<file path="config.mk">
export PLATFORM = sky130hd
export DESIGN_NAME = vmem_bus_arbiter
export DESIGN_NICKNAME = d
export VERILOG_FILES = /design/src/rtl/vmem_arb_pkg.sv /design/src/rtl/vmem_arb_pick.sv /design/src/rtl/vmem_bus_arbiter.sv
export SDC_FILE = /design/constraint.sdc
export NUM_CORES = 1
export LEC_CHECK = 0
export ABC_AREA = 0
export BUFFER_PORTS_ARGS = -buffer_cell sky130_fd_sc_hd__buf_2
export CAP_MARGIN = 20
export CORE_MARGIN = 3
export CORE_UTILIZATION = 39
export CTS_BUF_LIST = sky130_fd_sc_hd__clkbuf_4
export DETAILED_ROUTE_END_ITERATION = 8
export GPL_TIMING_DRIVEN = 0
export MAX_ROUTING_LAYER = met4
export PLACE_DENSITY = 0.93
export SYNTH_ARGS = -nofsm -noshare
export SYNTH_HDL_FRONTEND = slang
export SYNTH_SLANG_ARGS = --single-unit
</file>
<file path="constraint.sdc">
create_clock -name clk -period 1.85 [get_ports clk]
set_input_delay 0.37 -clock clk [delete_from_list [all_inputs] [get_ports clk]]
set_output_delay 0.37 -clock clk [all_outputs]
set_load 0.005 [all_outputs]
</file>
<file path="src/rtl/vmem_arb_pkg.sv">
// rtl/vmem_arb_pkg.sv - shared types, widths and helpers for the video-memory bus arbiter
package vmem_arb_pkg;

    typedef enum logic [1:0] {
        IDLE    = 2'd0,
        OWNED   = 2'd1,
        RELEASE = 2'd2
    } arb_state_e;

    localparam int VMEM_ADDR_W  = 22;
    // Widest requester vector the index helper understands
    localparam int VMEM_MAX_REQ = 8;

    // Index of the set bit in a one-hot vector; 0 when the vector is empty
    function automatic int unsigned onehot_to_index(input logic [VMEM_MAX_REQ-1:0] oh);
        int unsigned idx;
        idx = 0;
        for (int i = 0; i < VMEM_MAX_REQ; i++) begin
            if (oh[i]) idx = unsigned'(i);
        end
        return idx;
    endfunction

endpackage

</file>
<file path="src/rtl/vmem_arb_pick.sv">
// rtl/vmem_arb_pick.sv - combinational winner picker, search starts at i_start and wraps
module vmem_arb_pick #(
    parameter int N     = 3,
    parameter int IDX_W = (N > 1) ? $clog2(N) : 1
) (
    input  logic [N-1:0]     i_req,
    input  logic [IDX_W-1:0] i_start,
    output logic [N-1:0]     o_onehot,
    output logic             o_valid
);

    logic [N-1:0] w_mask;
    logic [N-1:0] w_hi;
    logic [N-1:0] w_sel;

    // Mask of requesters at or above the start index (the first leg of the wrap)
    always_comb begin
        w_mask = '0;
        for (int i = 0; i < N; i++) begin
            w_mask[i] = (i >= int'(i_start));
        end
    end

    // Prefer the upper leg; fall back to the full vector once the search wraps.
    // Lowest set bit is isolated with the two's-complement trick.
    assign w_hi     = i_req & w_mask;
    assign w_sel    = (|w_hi) ? w_hi : i_req;
    assign o_onehot = w_sel & (~w_sel + N'(1));
    assign o_valid  = |i_req;

endmodule

</file>
<file path="src/rtl/vmem_bus_arbiter.sv">
// rtl/vmem_bus_arbiter.sv - whole-transaction video-memory read arbiter (VMEM_ARB_ROUND_ROBIN_EN selects round-robin)
module vmem_bus_arbiter
    import vmem_arb_pkg::*;
#(
    parameter int NUM_REQ = 3,
    parameter int ADDR_W  = VMEM_ADDR_W
) (
    input  logic                        clk,
    input  logic                        reset_n,
    input  logic [NUM_REQ*ADDR_W-1:0]   req_address,
    input  logic [NUM_REQ-1:0]          req_as,
    output logic [15:0]                 req_din,
    output logic [NUM_REQ-1:0]          req_ack,
    output logic [ADDR_W-1:0]           mem_address,
    output logic                        mem_as,
    input  logic [15:0]                 mem_din,
    input  logic                        mem_ack,
    output logic [NUM_REQ-1:0]          grant,
    output logic                        busy,
    output logic [15:0]                 ack_count
);

    localparam int IDX_W = (NUM_REQ > 1) ? $clog2(NUM_REQ) : 1;

    arb_state_e         r_state;
    arb_state_e         w_state_nxt;
    logic [NUM_REQ-1:0] r_grant;
    logic [NUM_REQ-1:0] w_grant_nxt;
    logic [NUM_REQ-1:0] w_pick_oh;
    logic               w_pick_valid;
    logic [IDX_W-1:0]   w_owner;
    logic [IDX_W-1:0]   w_start;
    logic [IDX_W-1:0]   w_ptr_nxt;
    logic               w_owner_as;
    logic               w_release;
    logic [15:0]        r_ack_count;

    assign w_owner    = IDX_W'(onehot_to_index(VMEM_MAX_REQ'(r_grant)));
    assign w_owner_as = |(req_as & r_grant);
    assign w_release  = (r_state == OWNED) && !w_owner_as;
    assign w_ptr_nxt  = (int'(w_owner) == NUM_REQ - 1) ? '0 : w_owner + IDX_W'(1);

`ifdef VMEM_ARB_ROUND_ROBIN_EN
    logic [IDX_W-1:0] r_ptr;

    // Round-robin pointer moves past the owner as it gives up the bus
    always_ff @(posedge clk or negedge reset_n) begin
        if (!reset_n) begin
            r_ptr <= '0;
        end else if (w_release) begin
            r_ptr <= w_ptr_nxt;
        end
    end

    assign w_start = r_ptr;
`else
    // Fixed priority: search always begins at ICA0; next-pointer value is unused
    assign w_start = '0;
    logic w_unused_ptr;
    assign w_unused_ptr = ^w_ptr_nxt;
`endif

    vmem_arb_pick #(
        .N     (NUM_REQ),
        .IDX_W (IDX_W)
    ) u_pick (
        .i_req    (req_as),
        .i_start  (w_start),
        .o_onehot (w_pick_oh),
        .o_valid  (w_pick_valid)
    );

    // State and grant registers; reset drops ownership at once
    always_ff @(posedge clk or negedge reset_n) begin
        if (!reset_n) begin
            r_state <= IDLE;
            r_grant <= '0;
        end else begin
            r_state <= w_state_nxt;
            r_grant <= w_grant_nxt;
        end
    end

    // Next-state: grant on any request, hold until the owner drops as, then one dead cycle
    always_comb begin
        w_state_nxt = r_state;
        w_grant_nxt = r_grant;
        case (r_state)
            IDLE: begin
                if (w_pick_valid) begin
                    w_state_nxt = OWNED;
                    w_grant_nxt = w_pick_oh;
                end
            end
            OWNED: begin
                if (!w_owner_as) begin
                    w_state_nxt = RELEASE;
                    w_grant_nxt = '0;
                end
            end
            RELEASE: begin
                w_state_nxt = IDLE;
                w_grant_nxt = '0;
            end
            default: begin
                w_state_nxt = IDLE;
                w_grant_nxt = '0;
            end
        endcase
    end

    // Count every acknowledged word delivered to an owner
    always_ff @(posedge clk or negedge reset_n) begin
        if (!reset_n) begin
            r_ack_count <= '0;
        end else if (busy && mem_ack) begin
            r_ack_count <= r_ack_count + 16'd1;
        end
    end

    assign busy        = (r_state == OWNED);
    assign grant       = r_grant;
    assign mem_as      = busy & w_owner_as;
    assign mem_address = busy ? req_address[int'(w_owner)*ADDR_W +: ADDR_W] : '0;
    assign req_ack     = (busy && mem_ack) ? r_grant : '0;
    assign req_din     = mem_din;
    assign ack_count   = r_ack_count;

endmodule
</file>
==> summary.txt, run 1 <==
Power
  – Part of the power in combinational logic: between 60% and 70%
  – Leakage power: about 0.0015 uW
  – Switching power summed over all nets: roughly 930 uW
  – Pwr Density: just over 900 mW/mm2
  – Part of the total power dissipated in sequential elements: between 20% and 30%
  – Maximum VDD drop: 0.000369 V
  – Fraction of power spent switching nets: between 40 and 50%
  – Power share of the clock group: under 10%
  – Internal cell power: 1390 uW

Global route
  – GRT Overall Usage: between 20 and 25%
  – Global-route met1 utilization: approximately 25%
  – GR met3 Demand/Resource: around 4.3%
  – Via count of the first global-routing pass: approximately 2000
  – Maximum number of pins on one net before global-route repair: 22
  – Met2 track utilization from global routing: between 40 and 50%
  – Layer carrying the most global-route usage: met2
  – Number of antenna violations at the first check in global routing: 0
  – First-pass GRT wire length: 8930 um
  – Remaining global-route overflow: 0

Final layout
  – Number of standard cells in the final layout excluding fillers: about 400
  – Inserted Diodes: 0
  – Layout fillers: between 300 and 400
  – Area grow syn2layout: 55.1%
  – Final layout net count: roughly 440
  – Share of final-layout standard cells stronger than drive strength 1: 51.6%

Synth
  – Mean post-synth cell area: between 8 and 9 um2
  – Flip-flop and latch count after synthesis: 21
  – Top post-synthesis cells by area: sky130_fd_sc_hd__dfrtp_1, sky130_fd_sc_hd__mux2i_1, sky130_fd_sc_hd__nor2_1
  – Post-synth top area share: 31.8%
  – Number of instances in the synthesized netlist: ~210
  – Synthesized cell area: 0.00165 mm2
  – Main flop type after synthesis: sky130_fd_sc_hd__dfrtp_1
  – Syn Nets: 295
  – Async set or reset register ratio after synthesis: 100%
  – Number of enable flip-flop cells after synthesis: 0
  – Sequential area share after synthesis: 31.8%
  – Number of unique standard cell types used by synthesis: 31
  – Leading cell types by count after synthesis: sky130_fd_sc_hd__nor2_1, sky130_fd_sc_hd__a21oi_1, sky130_fd_sc_hd__mux2i_1
  – Most repeated cell in the gate-level netlist after synthesis: sky130_fd_sc_hd__nor2_1
  – Warning count from the yosys run: 0
  – Cell type with the largest total area after synthesis: sky130_fd_sc_hd__dfrtp_1

Floorplan
  – Std-Cell Rows: 23
  – Y dimension of the die: 71.1 um
  – Starting utilization of the core area: ~41%
  – Ports: 150
  – Standard cell core area: ~0.0040 mm2
  – Die area: between 0.005 and 0.006 mm2
  – Horizontal die dimension: 71.1 um

Setup path
  – Number of cell instances on the worst register-to-register path: 5
  – Kind of cell adding the most delay to the critical path: buffers and inverters
  – Critical path capture point type: output port
  – CP Cell Sequence: buf_6 > buf_12 > mux2i_1 > nor2_1 > a21oi_1 > nor2_1 > buf_2
  – Reg-to-reg critical path startpoint: r_state[1]$_DFFE_PN0P_
  – Largest stage delay on the critical path: around 0.37 ns
  – Slowest cell on the critical path: sky130_fd_sc_hd__dfrtp_1
  – Most repeated library cell on the critical path: sky130_fd_sc_hd__nor2_1
  – Startpoint of the worst setup timing path: grant[1]$_DFFE_PN0P_
  – Critical path required time: approximately 1.5 ns
  – CP Data Arrival Time: between 1.5 and 2 ns
  – Startpoint types: flop
  – Highest fanout seen on the critical path: 10
  – Worst path depth: 7
  – Number of buffer and inverter stages on the critical path: 3
  – Type of the worst setup path: flop to output port

STA
  – Slack of the critical path: -0.0592 ns
  – Post-Route Hold Slack: -0.00647 ns
  – Setup tns final: -0.310 ns
  – Slew at the pin closest to its max-slew limit: around 0.46 ns
  – Largest clock skew in the final design: ~0.0059 ns
  – Peak clock frequency supported by timing: roughly 0.52 GHz
  – Final Hold Viols: 9
  – RSZ-0062 raised after global routing: yes
  – Max-slew headroom: between 60% and 70%
  – Final number of max-transition violations: 0
  – Final setup viols: 12
  – Share of the clock period used by the worst path after layout: 103%
  – Clock period minus worst slack: 1.91 ns

Placement
  – Detail Placement HPWL: 4620 um
  – Placer congestion estimate: between 0.7 and 0.8
  – DP Cell Count: about 400
  – Number of I/O port buffers: roughly 130

Clocking
  – Skew-Pair Late Insertion Delay: roughly 0.3 ns
  – Clock tree root buffer cell: sky130_fd_sc_hd__clkbuf_4
  – Depth of the CTS H-tree: 1
  – Maximum root-to-sink buffer count: 2
  – Reg clk slew, reported paths: approximately 0.12 ns
  – Number of buffers added by the clock tree synthesis step: 3
  – TritonCTS clock tree: yes
  – TritonCTS sink count: 21

Detailed routing
  – Routed Antenna Nets: 0
  – Post-detailed-route DRC marker count: 0
  – Violation count after the first detailed-route iteration: around 120
  – Average wire per standard cell: roughly 14 um
  – Via total after detailed routing: 2021
  – Number of detailed-routing iterations run before antenna repair: 4
  – Total detailed-routing wirelength: between 5000 and 6000 um
  – Number of vias per cell: a little over 5

Outcome
  – Failing checks: hold timing, setup timing
  – Run status: finished with violations

Min path
  – Class of the tightest hold or removal check: input port to asynchronous set/reset pin

Job
  – Count of maximum capacitance violations: 0
## cell type report
cell class	instances	area [um2]	area share (%)
Timing Repair Buffer	140	739	28.9
Tap cell	50	62.6	2.44
Sequential cell	21	528	20.6
Clock buffer	3	22.5	0.880
Clock inverter	1	5.00	0.196
Multi-Input combinational cell	155	943	36.9
Buffer	27	249	9.73
Inverter	2	10.0	0.391
## registers in the layout, summed over array words and instances, names as in the netlist
signal     count
ack_count     16
r_state        2
grant          3
## cell usage in the layout (no fill, tap or decap), types with 2 or more instances in the layout
| cell | synthesis | final |
|---|---|---|
| sky130_fd_sc_hd__buf_12 | 0 | 2 |
| sky130_fd_sc_hd__dfrtp_1 | 21 | 19 |
| sky130_fd_sc_hd__nand2_1 | 8 | 8 |
| sky130_fd_sc_hd__buf_2 | 4 | 133 |
| sky130_fd_sc_hd__clkbuf_2 | 0 | 2 |
| sky130_fd_sc_hd__and3_1 | 6 | 6 |
| sky130_fd_sc_hd__nor2_1 | 55 | 55 |
| sky130_fd_sc_hd__clkbuf_4 | 0 | 5 |
| sky130_fd_sc_hd__nor3_2 | 2 | 2 |
| sky130_fd_sc_hd__nand4_1 | 3 | 3 |
| sky130_fd_sc_hd__xor2_1 | 8 | 8 |
| sky130_fd_sc_hd__nor4_1 | 2 | 2 |
| sky130_fd_sc_hd__clkbuf_8 | 0 | 3 |
| sky130_fd_sc_hd__xnor2_1 | 7 | 7 |
| sky130_fd_sc_hd__dfrtp_2 | 0 | 2 |
| sky130_fd_sc_hd__buf_4 | 16 | 21 |
| sky130_fd_sc_hd__buf_6 | 1 | 3 |
| sky130_fd_sc_hd__nand3_1 | 4 | 4 |
| sky130_fd_sc_hd__mux2i_1 | 22 | 21 |
| sky130_fd_sc_hd__a21oi_1 | 24 | 24 |
## timing repair
action                     in CTS  in global routing
hold buffers                    0                  0
buffers inserted                4                  2
setup endpoints to repair      27                 26
gates cloned                    0                  1
resized for setup              27                  4
pin swaps                       1                  1
## routing by layer
metal | up-vias | routed length, um
li1 | 976 | -
met1 | 933 | 2170
met2 | 100 | 3040
met3 | 12 | 419
met4 | 0 | 115
met5 | - | 0
## cells by family (layout without fill, tap and decap cells)
family,count (synthesis),after routing,synth area share [%]
XOR/XNOR,15,15,7.96
multiplexers,23,23,14.0
adder cells (fa/ha/maj),1,1,0.758
buffers and inverters,30,173,11.2
AO/OA/AOI/OAI,28,28,9.25
flip-flops,21,21,31.8
AND/OR/NAND/NOR,88,88,24.9
## power groups by stage
| stage | Combinational (uW) | Sequential, uW | Clock [uW] |
|---|---|---|---|
| finish | 1430 | 666 | 220 |
| global route | 1580 | 689 | 247 |
| CTS | 1370 | 664 | 230 |
| detailed placement | 1220 | 664 | 0 |
| global placement | 1180 | 654 | 0 |
| floorplan | 716 | 646 | 0 |
## stage by stage
stage	util [%]	instance area, um2	total power [uW]	setup slack, ns
floorplan	-	1650	1360	0.313
global placement	59.0	2380	1840	-0.107
detailed placement	59.0	2380	1890	-0.184
CTS	62.3	2510	2260	-0.0572
global route	63.5	2560	2520	-0.169
finish	63.5	2560	2320	-0.0592
## worst paths after layout
| kind | slack, ns | to |
|---|---|---|
| hold reg to reg | 0.47 | ack_count[15]$_DFFE_PN0P_ |
| setup reg to reg | 0.31 | ack_count[8]$_DFFE_PN0P_ |
| setup / recovery | -0.06 | mem_address[20] |
| min in group clk | 0.37 | grant[1]$_DFFE_PN0P_ |
| hold / removal | -0.006 | ack_count[1]$_DFFE_PN0P_ |
| max in group asynchronous | 1.52 | r_state[0]$_DFFE_PN0P_ |
Note: power is estimated with default switching activity, not from simulation.
==> run 2: changes to the inputs <==
Settings changed: CORE_MARGIN 3 to not set.
==> run 2 against run 1 <==
Effect of this change: the flow finishes with violations (setup timing); clock-buffer cell count did not move; worst setup slack lost 0.026 ns; clock power is essentially flat; register-to-register slack got worse by 0.06 ns; non-clock buffer count grew 3; die area decreased by 11%; first-iteration DRC count fell by 13%; critical path depth is 2 lower; critical endpoint is now mem_as; largest cell class unchanged.
==> summary.txt, run 2 (synthesized netlist as in run 1, its figures left out) <==
STA
  – Max-slew headroom: between 60% and 70%
  – Slew at the pin closest to its max-slew limit: between 0.4 and 0.5 ns
  – Peak clock frequency supported by timing: just over 0.5 GHz
  – Final setup viols: 12
  – Setup tns final: -0.318 ns
  – RSZ-0062 raised after global routing: yes
  – Largest clock skew in the final design: between 0.008 and 0.009 ns
  – Final Hold Viols: 0
  – Share of the clock period used by the worst path after layout: 105%
  – Clock period minus worst slack: ~1.9 ns
  – Slack of the critical path: -0.0855 ns
  – Final number of max-transition violations: 0

Global route
  – Number of antenna violations at the first check in global routing: 0
  – Via count of the first global-routing pass: between 1500 and 2000
  – Remaining global-route overflow: 0
  – GRT Overall Usage: roughly a quarter
  – Maximum number of pins on one net before global-route repair: 22
  – First-pass GRT wire length: ~7700 um

Placement
  – DP Cell Count: about 390
  – Detail Placement HPWL: roughly 4300 um
  – Number of I/O port buffers: 133
  – Placer congestion estimate: 0.831

Clocking
  – Skew-Pair Late Insertion Delay: roughly 0.3 ns
  – Clock tree root buffer cell: sky130_fd_sc_hd__clkbuf_4
  – Depth of the CTS H-tree: 1
  – Maximum root-to-sink buffer count: 2
  – Number of hold buffers added after CTS: 0
  – TritonCTS clock tree: yes
  – Reg clk slew, reported paths: ~0.13 ns
  – Number of buffers added by the clock tree synthesis step: 3
  – TritonCTS sink count: 21

Floorplan
  – Starting utilization of the core area: 41.0%
  – Y dimension of the die: between 60 and 70 um
  – Std-Cell Rows: 23
  – Ports: 150
  – Die area: roughly 0.0045 mm2
  – Horizontal die dimension: 67.1 um
  – Standard cell core area: slightly above 0.004 mm2

Setup path
  – Reg-to-reg critical path startpoint: grant[1]$_DFFE_PN0P_
  – Critical path required time: between 1 and 1.5 ns
  – Worst reg-to-reg setup slack: roughly 0.25 ns
  – Number of cell instances on the worst register-to-register path: 7
  – Critical path capture point type: output port
  – Crit Reg-Reg Endpoint: grant[2]$_DFFE_PN0P_
  – CP Data Arrival Time: 1.57 ns
  – Startpoint of the worst setup timing path: grant[1]$_DFFE_PN0P_
  – Type of the worst setup path: flop to output port
  – End point of the critical path: mem_as
  – Highest fanout seen on the critical path: 5
  – Startpoint types: flop

Power
  – Leakage power: between 0.001 and 0.0015 uW
  – Maximum VDD drop: 0.000352 V
  – Pwr Density: between 900 and 1000 mW/mm2

Final layout
  – Inserted Diodes: 0
  – Layout fillers: 341
  – Most common cell after layout, fill and taps aside: sky130_fd_sc_hd__buf_2
  – Max reg flops: 16
  – Share of final-layout standard cells stronger than drive strength 1: a little over half
  – Leading cell types in the layout, fill and taps excluded: sky130_fd_sc_hd__buf_2, sky130_fd_sc_hd__nor2_1, sky130_fd_sc_hd__buf_4
  – Final layout net count: ~440
  – Final standard cell utilization of the core: 64.1%
  – Number of standard cells in the final layout excluding fillers: around 400
  – Area grow syn2layout: 56.5%

Detailed routing
  – Via total after detailed routing: about 2000
  – Number of vias per cell: roughly 4.9
  – Post-detailed-route DRC marker count: 0
  – Number of detailed-routing iterations run before antenna repair: 4
  – Average wire per standard cell: 13.9 um
  – Routed Antenna Nets: 0
  – Total detailed-routing wirelength: around 5600 um
  – Violation count after the first detailed-route iteration: around 110

Min path
  – Class of the tightest hold or removal check: input port to asynchronous set/reset pin

Outcome
  – Failing checks: setup timing
  – Run status: finished with violations

Job
  – Count of maximum capacitance violations: 0
==> run 2: changes by cell type in the layout (fill, tap and decap cells not counted), sizes merged <==
| cell | previous run | this run |
|---|---|---|
| clkbuf | 11 | 10 |
| buf | 159 | 163 |
==> run 2: how the worst min path moves through the flow <==
stage	endpoint	from	depth (start not counted)
after floorplan	ack_count[0]$_DFFE_PN0P_	reset_n	0
after global placement	ack_count[0]$_DFFE_PN0P_	reset_n	1
after detailed placement	ack_count[2]$_DFFE_PN0P_	reset_n	1
after CTS	ack_count[2]$_DFFE_PN0P_	reset_n	1
after global routing	ack_count[2]$_DFFE_PN0P_	reset_n	1
final	ack_count[2]$_DFFE_PN0P_	reset_n	1
==> run 2: layout make-up <==
type	count	area, um2	area share (%)
timing repair buffer	142	739	28.6
clock inverter	1	5.00	0.194
multi-input combinational	155	960	37.2
sequential	21	527	20.4
tap	50	62.6	2.42
buffer	28	256	9.93
clock buffer	3	22.5	0.872
inverter	2	10.0	0.388
==> run 2: per-layer routing <==
| metal | routed length (um) | part of all wire [%] | track usage (%) | vias up |
|---|---|---|---|---|
| met1 | 2210 | 40 | 29.7 | 914 |
| met4 | 56 | 1.0 | 5.32 | 0 |
| met5 | 0 | 0 | - | - |
| li1 | - | - | - | 975 |
| met3 | 319 | 5.7 | 2.57 | 6 |
| met2 | 3000 | 54 | 39.1 | 94 |
==> run 2: per-stage QoR <==
step | setup WS, ns | instance area, um2 | total power (uW) | hold WS, ns
after detailed placement | -0.143 | 2380 | 1870 | 0.357
final | -0.0855 | 2580 | 2340 | 0.000888
after global placement | -0.122 | 2380 | 1840 | 0.343
after global routing | -0.160 | 2580 | 2510 | 0.0216
after floorplan | 0.313 | 1650 | 1360 | 0.0744
after CTS | -0.0577 | 2530 | 2270 | 0.0197
==> run 2: critical path, cell delays in order, from the launching register on <==
cell and delay [ns]:
sky130_fd_sc_hd__dfrtp_1 0.40, sky130_fd_sc_hd__buf_6 0.14, sky130_fd_sc_hd__a222oi_1 0.38, sky130_fd_sc_hd__buf_4 0.20, sky130_fd_sc_hd__nor2_4 0.04, sky130_fd_sc_hd__buf_6 0.11
==> run 2: repair_timing <==
item                                    CTS  global route
resized for setup                        27            10
buffers inserted                          7             2
endpoints found under the setup margin   26            26
pin swaps                                 2             2
==> run 2: report_power, final <==
| group | internal, uW | switching (uW) | total [uW] |
|---|---|---|---|
| Sequential | 550 | 94.6 | 644 |
| Combinational | 757 | 715 | 1470 |
| Clock | 80.4 | 141 | 222 |
==> run 3: changes to the inputs <==
Settings changed: SETUP_SLACK_MARGIN set to 0.5.
==> run 3 against run 2 <==
Effect of this change: the run ends with hold timing, setup timing left; routed wire length rose by 23%; sequential power is 5.0% higher; final area up 20%; via count is 11% higher; flip-flop and latch count unchanged; critical path depth up 2; sequential share of layout area fell by 3.2 points; non-clock buffer count rose by 19; combinational power grew 45%; first-iteration DRC count up 74%; cell count is 4.7% higher.
==> summary.txt, run 3 (synthesized netlist as in run 1, its figures left out) <==
Clocking
  – Maximum root-to-sink buffer count: 2
  – Reg clk slew, reported paths: 0.12 ns
  – TritonCTS clock tree: yes
  – Depth of the CTS H-tree: 1
  – Skew-Pair Late Insertion Delay: just over 0.3 ns
  – Number of buffers added by the clock tree synthesis step: 3
  – TritonCTS sink count: 21
  – Clock tree root buffer cell: sky130_fd_sc_hd__clkbuf_4

Setup path
  – Highest fanout seen on the critical path: 10
  – Worst reg-to-reg setup slack: approximately 0.1 ns
  – Critical path capture point type: output port
  – CP Data Arrival Time: 1.63 ns
  – Largest stage delay on the critical path: roughly 0.38 ns
  – Startpoint types: flop
  – CP Cell Sequence: buf_6 > buf_12 > mux2i_1 > nor2_1 > a21oi_1 > nor2_1 > buf_2
  – Slowest cell on the critical path: sky130_fd_sc_hd__dfrtp_1
  – Reg-to-reg critical path startpoint: r_state[0]$_DFFE_PN0P_
  – Critical path required time: around 1.5 ns
  – Most repeated library cell on the critical path: sky130_fd_sc_hd__nor2_1
  – Number of cell instances on the worst register-to-register path: 10
  – Type of the worst setup path: flop to output port
  – Number of buffer and inverter stages on the critical path: 3
  – Crit Reg-Reg Endpoint: ack_count[14]$_DFFE_PN0P_
  – Kind of cell adding the most delay to the critical path: buffers and inverters

Detailed routing
  – Routed Antenna Nets: 0
  – Average wire per standard cell: around 16 um
  – Total detailed-routing wirelength: around 6900 um
  – Number of detailed-routing iterations run before antenna repair: 4
  – Via total after detailed routing: approximately 2200
  – Violation count after the first detailed-route iteration: about 180
  – Post-detailed-route DRC marker count: 0
  – Number of vias per cell: around 5.2

Floorplan
  – Horizontal die dimension: between 60 and 70 um
  – Die area: about 0.0045 mm2
  – Y dimension of the die: around 67 um
  – Standard cell core area: about 0.004 mm2
  – Std-Cell Rows: 23
  – Starting utilization of the core area: between 40 and 50%
  – Ports: 150

Power
  – Pwr Density: 984 mW/mm2
  – Maximum VDD drop: 0.000507 V
  – PnR Total Power: between 3000 and 4000 uW
  – Leakage power: about 0.0017 uW

STA
  – Post-Route Hold Slack: -0.00665 ns
  – Clock period minus worst slack: 2.00 ns
  – Slew at the pin closest to its max-slew limit: between 0.4 and 0.5 ns
  – RSZ-0062 raised after global routing: yes
  – Max-slew headroom: approximately two thirds
  – Final number of max-transition violations: 0
  – Slack of the critical path: -0.148 ns
  – Largest clock skew in the final design: 0.00161 ns
  – Setup tns final: -1.29 ns
  – Final setup viols: 23
  – Final Hold Viols: 20
  – Peak clock frequency supported by timing: between 0.5 and 0.6 GHz
  – Share of the clock period used by the worst path after layout: 108%

Placement
  – DP Cell Count: between 300 and 400
  – Number of I/O port buffers: 133
  – Worst slack, placed: approximately 0.077 ns
  – Detail Placement HPWL: ~4400 um
  – Placer congestion estimate: between 0.8 and 0.9

Final layout
  – Share of final-layout standard cells stronger than drive strength 1: a little over three fifths
  – Sequential Area: about 530 um2
  – Max reg flops: 16
  – Leading cell types in the layout, fill and taps excluded: sky130_fd_sc_hd__buf_2, sky130_fd_sc_hd__nor2_1, sky130_fd_sc_hd__buf_6
  – Multi-input combinational cell area: ~0.0012 mm2
  – Layout fillers: 270
  – Final standard cell utilization of the core: 76.7%
  – Number of standard cells in the final layout excluding fillers: around 420
  – Inserted Diodes: 0
  – Final layout net count: approximately 460
  – Most common cell after layout, fill and taps aside: sky130_fd_sc_hd__buf_2
  – Area grow syn2layout: 87.3%

Global route
  – Remaining global-route overflow: 0
  – Met2 track utilization from global routing: 43.8%
  – Via count of the first global-routing pass: about 1800
  – First-pass GRT wire length: around 8400 um
  – Number of antenna violations at the first check in global routing: 0
  – Layer carrying the most global-route usage: met2
  – Global-route met1 utilization: between 20 and 30%
  – GR met3 Demand/Resource: between 5 and 6%
  – GRT Overall Usage: 25.9%
  – Maximum number of pins on one net before global-route repair: 22

Job
  – Count of maximum capacitance violations: 0

Outcome
  – Run status: finished with violations
  – Failing checks: hold timing, setup timing

Min path
  – Class of the tightest hold or removal check: input port to asynchronous set/reset pin
[run 3: cell count changes in the layout (fill, tap and decap cells not counted), sizes merged]
cell / previous run / this run
buf: 163 / 182
[run 3: through the flow]
stage	instance area [um2]	hold slack, ns
floorplan	1670	0.0744
global placement	2400	0.336
detailed placement	2400	0.354
CTS	2770	0.00294
global route	3090	0.00914
finish	3090	-0.00665
[run 3: layout make-up]
cell class,count,area share [%]
clock buffer,3,0.728
clock inverter,1,0.162
buffer,28,9.11
timing repair buffer,161,33.1
multi-input combinational,155,37.2
sequential,21,17.2
inverter,2,0.486
tap,50,2.02
[run 3: worst max-delay path by stage]
stage	startpoint	end	slack, ns	cells past startpoint
2_1_floorplan	grant[1]$_DFFE_PN0P_	mem_as	0.39	3
3_3_place_gp	r_state[0]$_DFFE_PN0P_	mem_address[16]	0.07	6
3_5_place_dp	r_state[0]$_DFFE_PN0P_	mem_address[16]	0.08	6
4_1_cts	grant[1]$_DFFE_PN0P_	mem_address[14]	-0.06	7
5_1_grt	grant[1]$_DFFE_PN0P_	mem_address[14]	-0.20	7
6_report	grant[1]$_DFFE_PN0P_	mem_address[14]	-0.15	7
[run 3: per-layer routing]
layer  part of all wire, %  vias up
met5                     0        -
met4                   2.8        0
met3                   7.1       20
met2                    53      135
met1                    37     1034
li1                      -     1015
[run 3: timing repair]
item | in CTS | in global routing
hold buffers | 0 | 0
setup endpoints to repair | 41 | 48
buffers inserted | 16 | 10
cloned | 1 | 1
pin swaps | 17 | 25
resized for setup | 52 | 45
[run 3: power breakdown]
| part | internal [uW] | leakage, uW | total [uW] | switching (uW) |
|---|---|---|---|---|
| sequential | 554 | 0.000268 | 676 | 122 |
| combinational | 1180 | 0.00138 | 2130 | 952 |
| clock | 80.9 | 0.0000177 | 232 | 151 |
